--- config.mk ---
export PLATFORM = sky130hd
export DESIGN_NAME = counter_top_write
export DESIGN_NICKNAME = d
export VERILOG_FILES = /design/src/rtl/counter_top_write.sv
export SDC_FILE = /design/constraint.sdc
export NUM_CORES = 1
export LEC_CHECK = 0
export CAP_MARGIN = 20
export CORE_ASPECT_RATIO = 0.6
export CORE_MARGIN = 4
export CORE_UTILIZATION = 56
export DETAILED_ROUTE_END_ITERATION = 16
export HOLD_SLACK_MARGIN = 0.15
export PLACE_DENSITY = 0.86
export REMOVE_ABC_BUFFERS = 1
export SYNTH_ARGS = -nofsm -noshare
export SYNTH_HDL_FRONTEND = slang
export SYNTH_SLANG_ARGS = --single-unit
export TNS_END_PERCENT = 30
--- constraint.sdc ---
create_clock -name clk -period 7.55 [get_ports clk]
set_input_delay 0.755 -clock clk [delete_from_list [all_inputs] [get_ports clk]]
set_output_delay 0.755 -clock clk [all_outputs]
set_load 0.01 [all_outputs]
--- src/rtl/counter_top_write.sv ---
// Write-side BRAM accessor: streams cnt_val_i words from a valid/ready source
// into consecutive BRAM addresses starting at 0, with idle/run/done status.
module counter_top_write #(
  parameter int unsigned AWIDTH  = 8,
  parameter int unsigned DWIDTH  = 32,
  parameter int unsigned CNT_BIT = 31
) (
  input  logic               clk,
  input  logic               reset_n,
  input  logic               start_i,
  input  logic [CNT_BIT-1:0] cnt_val_i,
  input  logic               s_valid_i,
  input  logic [DWIDTH-1:0]  s_data_i,
  output logic               s_ready_o,
  output logic [AWIDTH-1:0]  addr_o,
  output logic               ce_o,
  output logic               we_o,
  output logic [DWIDTH-1:0]  d_o,
  output logic               write_idle_o,
  output logic               write_run_o,
  output logic               write_done_o
);

  localparam logic [1:0] S_IDLE = 2'd0;
  localparam logic [1:0] S_RUN  = 2'd1;
  localparam logic [1:0] S_DONE = 2'd2;

  localparam logic [CNT_BIT-1:0] CNT_ONE = {{(CNT_BIT-1){1'b0}}, 1'b1};

  logic [1:0]         state_q, state_d;
  logic [CNT_BIT-1:0] cnt_q, cnt_d;
  logic [CNT_BIT-1:0] num_q, num_d;
  logic [AWIDTH-1:0]  addr_q, addr_d;
  logic [DWIDTH-1:0]  dat_q, dat_d;
  logic               wr_q, wr_d;
  logic               beat;

  assign beat = (state_q == S_RUN) && s_valid_i;

  always_comb begin
    state_d = state_q;
    cnt_d   = cnt_q;
    num_d   = num_q;
    addr_d  = addr_q;
    dat_d   = dat_q;
    wr_d    = 1'b0;
    case (state_q)
      S_IDLE: begin
        if (start_i) begin
          num_d   = cnt_val_i;
          cnt_d   = '0;
          state_d = (cnt_val_i != '0) ? S_RUN : S_DONE;
        end
      end
      S_RUN: begin
        if (beat) begin
          // Address wraps on the low bits; the end test uses the full counter.
          addr_d = cnt_q[AWIDTH-1:0];
          dat_d  = s_data_i;
          wr_d   = 1'b1;
          cnt_d  = cnt_q + CNT_ONE;
          if (cnt_q == num_q - CNT_ONE) state_d = S_DONE;
        end
      end
      S_DONE: begin
        cnt_d   = '0;
        state_d = S_IDLE;
      end
      default: state_d = S_IDLE;
    endcase
  end

  always_ff @(posedge clk or negedge reset_n) begin
    if (!reset_n) begin
      state_q <= S_IDLE;
      cnt_q   <= '0;
      num_q   <= '0;
      addr_q  <= '0;
      dat_q   <= '0;
      wr_q    <= 1'b0;
    end else begin
      state_q <= state_d;
      cnt_q   <= cnt_d;
      num_q   <= num_d;
      addr_q  <= addr_d;
      dat_q   <= dat_d;
      wr_q    <= wr_d;
    end
  end

  assign s_ready_o    = (state_q == S_RUN);
  assign addr_o       = addr_q;
  assign d_o          = dat_q;
  assign ce_o         = wr_q;
  assign we_o         = wr_q;
  assign write_idle_o = (state_q == S_IDLE);
  assign write_run_o  = (state_q == S_RUN);
  assign write_done_o = (state_q == S_DONE);

endmodule
==> impl_metrics.env <==
export IMPL_clock_sinks=105
export IMPL_ys_ff_latch=105
export IMPL_n_antenna_cell=0
export IMPL_dp_hpwl_um=11440
export IMPL_leakage_nw=2.937
export IMPL_cts_tree="built"
export IMPL_routed_wl_um=15580
export IMPL_drtAntennaViolNets=0
export IMPL_ys_warn_count=0
export IMPL_post_drt_wl_per_cell_um=18.92
export IMPL_setup_viol=0
export IMPL_routed_top_layer="met5"
export IMPL_synth_flop_cell="dfrtp_1"
export IMPL_cts_setup_buffers=0
export IMPL_wl_met2_um=7136
export IMPL_gr_total_overflow=0
export IMPL_hold_class="in2async"
export IMPL_stdcell_count=823
export IMPL_hold_ws_ps=365.4
export IMPL_async_flop_share=1.000
export IMPL_synth_top_area_frac=0.4755
export IMPL_tightest_slew_ps=1043
export IMPL_setup_tns_final_ps=0
export IMPL_timing_final_crit_share=0.4878
export IMPL_crit_type="in2reg"
export IMPL_vias_per_cell=5.898
export IMPL_root_buffer="clkbuf_16"
export IMPL_grt_pass1_wl_um=24340
export IMPL_worst_path_max_fanout=47
export IMPL_worstPathRequired_ps=7820
export IMPL_grt_pass1_vias=4620
export IMPL_cap_violations=0
export IMPL_rr_worst_depth=8
export IMPL_endpoint="cnt_q[29]"
export IMPL_start_kind="primary input"
export IMPL_cts_buffers=9
export IMPL_fin_crit_ps=3683
export IMPL_grt_max_degree=70
export IMPL_startpoint="s_valid_i"
export IMPL_gp_congestion=0.9269
export IMPL_place_ws_ps=3682
export IMPL_crit_cells=9
export IMPL_antenna_found_initial=0
export IMPL_syn_area_um2=5525
export IMPL_fin_nets=757
export IMPL_grt_util_all_layers=0.2692
export IMPL_yosys_cell_count_top_type="nand2_1"
export IMPL_fp_row_count=27
export IMPL_io_buffers=112
export IMPL_ys_top_cells_by_count="143 x nand2_1, 105 x dfrtp_1, 41 x nor2_1, 40 x xnor2_1, 28 x mux2_2"
export IMPL_p_per_area_nw_per_um2=349.4
export IMPL_rr_startpoint="num_q[7]"
export IMPL_rsz0062_at_grt="no"
export IMPL_route_detailed_drc=0
export IMPL_cp_top_family="simple AND/OR/NAND/NOR gates"
export IMPL_dr_first_iter_drc_count=497
export IMPL_die_area_um2=11570
export IMPL_synth_top_area_cell="dfrtp_1"
export IMPL_clk_latency_ps=350
export IMPL_final_hold_violation_count=0
export IMPL_core_um2=9392
export IMPL_die_h_um=84.94
export IMPL_synth_distinct_cells=58
export IMPL_clk_pin_slew_ps=70
export IMPL_crit_buf_inv=2
export IMPL_final_max_slew_viol_count=0
export IMPL_crit_arrival_ps=3950
export IMPL_reg2reg_to="state_q[1]"
export IMPL_area_delta_synth_final_pct=26.90
export IMPL_worst_slack_ps=3867
export IMPL_clk_path_buf_depth=2
export IMPL_max_stage_delay_ps=630
export IMPL_seq_area_frac_synth=0.4755
export IMPL_status="finished clean"
export IMPL_drt_met1_wl_um=6664
export IMPL_vias=4854
export IMPL_ctsHoldBuffers=0
export IMPL_dr_pass1_iters=7
export IMPL_vdd_ir_drop_max_mv=0.1574
export IMPL_syn_avg_cell_area_um2=9.333
export IMPL_cts_resized_gates=0
export IMPL_cts_max_level=3
export IMPL_relSlewSlack=0.2996
export IMPL_io_pins=113
export IMPL_drive_gt1_frac=0.08947
export IMPL_fp_dieW_um=136.2
export IMPL_wl_met3_um=1520
export IMPL_critPathCaptureType="register"
export IMPL_synth_edf_count=0
export IMPL_synth_area_leaders="dfrtp_1 48%, nand2_1 9.7%, xnor2_1 6.3%, mux2_2 5.7%, xor2_1 3.8%"
export IMPL_fmaxAchievable_ghz=0.2715
export IMPL_r2r_slack_ps=4040
export IMPL_dpl_cell_count=807
export IMPL_start_util=0.5883
export IMPL_syn_inst=592
export IMPL_finalPower_mw=2.450
export IMPL_cpMaxStageDelayCell="nor3_1"
export IMPL_skew_ps=7.257
export IMPL_worstPathCellList="clkdlybuf4s50_1 -> nand3b_1 -> buf_4 -> a2111oi_2 -> nand2_1 -> nor3_1 -> nand4_1 -> or3_1 -> a21oi_1"
-- how the worst min path moves through the flow --
stage,end,slack (ps),depth (start not counted)
floorplan,addr_o[0],460,0
global placement,d_o[16],460,2
detailed placement,d_o[13],460,2
CTS,num_q[9],380,1
global route,num_q[17],400,1
finish,cnt_q[19],370,1
-- metal layers --
metal  up-vias  global-route usage
met1      2390              0.3819
li1       2214                   -
met2       223              0.4082
met5         -             0.04701
met3        25             0.08412
met4         2             0.05215
-- cell type report --
| type | instances | area, µm² |
|---|---|---|
| multi-input combinational | 447 | 2723 |
| clock buffer | 10 | 239.0 |
| tap | 130 | 162.7 |
| timing repair buffer | 117 | 1156 |
| sequential | 105 | 2628 |
| clock inverter | 6 | 73.82 |
| fill | 651 | 2380 |
| inverter | 8 | 30.03 |
-- cells by family (layout without fill, tap and decap cells) --
group | Yosys count | after routing | synth area share
compound gates | 52 | 52 | 0.06431
xor+xnor | 64 | 64 | 0.1014
fa+ha+maj | 2 | 2 | 0.004528
buf+inv | 40 | 141 | 0.03170
flops | 105 | 105 | 0.4755
mux | 33 | 33 | 0.06612
simple gates | 296 | 296 | 0.2563
-- stage by stage --
| stage | instance area, µm² | util |
|---|---|---|
| 3_5_place_dp | 6699 | 0.7133 |
| 5_1_grt | 7012 | 0.7466 |
| 4_1_cts | 7012 | 0.7466 |
| 2_1_floorplan | 5380 | - |
| 3_3_place_gp | 6699 | 0.7133 |
| 6_report | 7012 | 0.7466 |
-- cell usage in the layout, fill, tap and decap left out, drive strengths merged, types with 9 or more instances in the layout --
cell	n
clkbuf	10
o21ai	15
inv	9
xor2	24
dfrtp	105
clkdlybuf4s50	111
nor2	42
nor4	18
xnor2	40
mux2	28
nor2b	9
nand2	143
nor3	19
nand3	18
-- state kept, by name, indices dropped and copies added (netlist names) --
register and cells:
cnt_q 31, addr_o 8, num_q 31, state_q 2, ce_o 1, d_o 32
-- report_power, final --
part | leakage (nW) | switching [mW] | internal, mW | total [mW]
Sequential | 1.34 | 0.211 | 0.748 | 0.958
Combinational | 1.45 | 0.507 | 0.496 | 1.00
Clock | 0.147 | 0.218 | 0.270 | 0.489
Total | 2.94 | 0.936 | 1.51 | 2.45
-- worst reg2reg max path, delay by kind of cell (launching register included) --
| family | cells | cell delay, ps |
|---|---|---|
| AO/OA/AOI/OAI | 1 | 160 |
| XOR/XNOR | 1 | 180 |
| flip-flops | 1 | 460 |
| AND/OR/NAND/NOR | 6 | 2630 |
No activity file was read; power rests on OpenSTA's default activity.
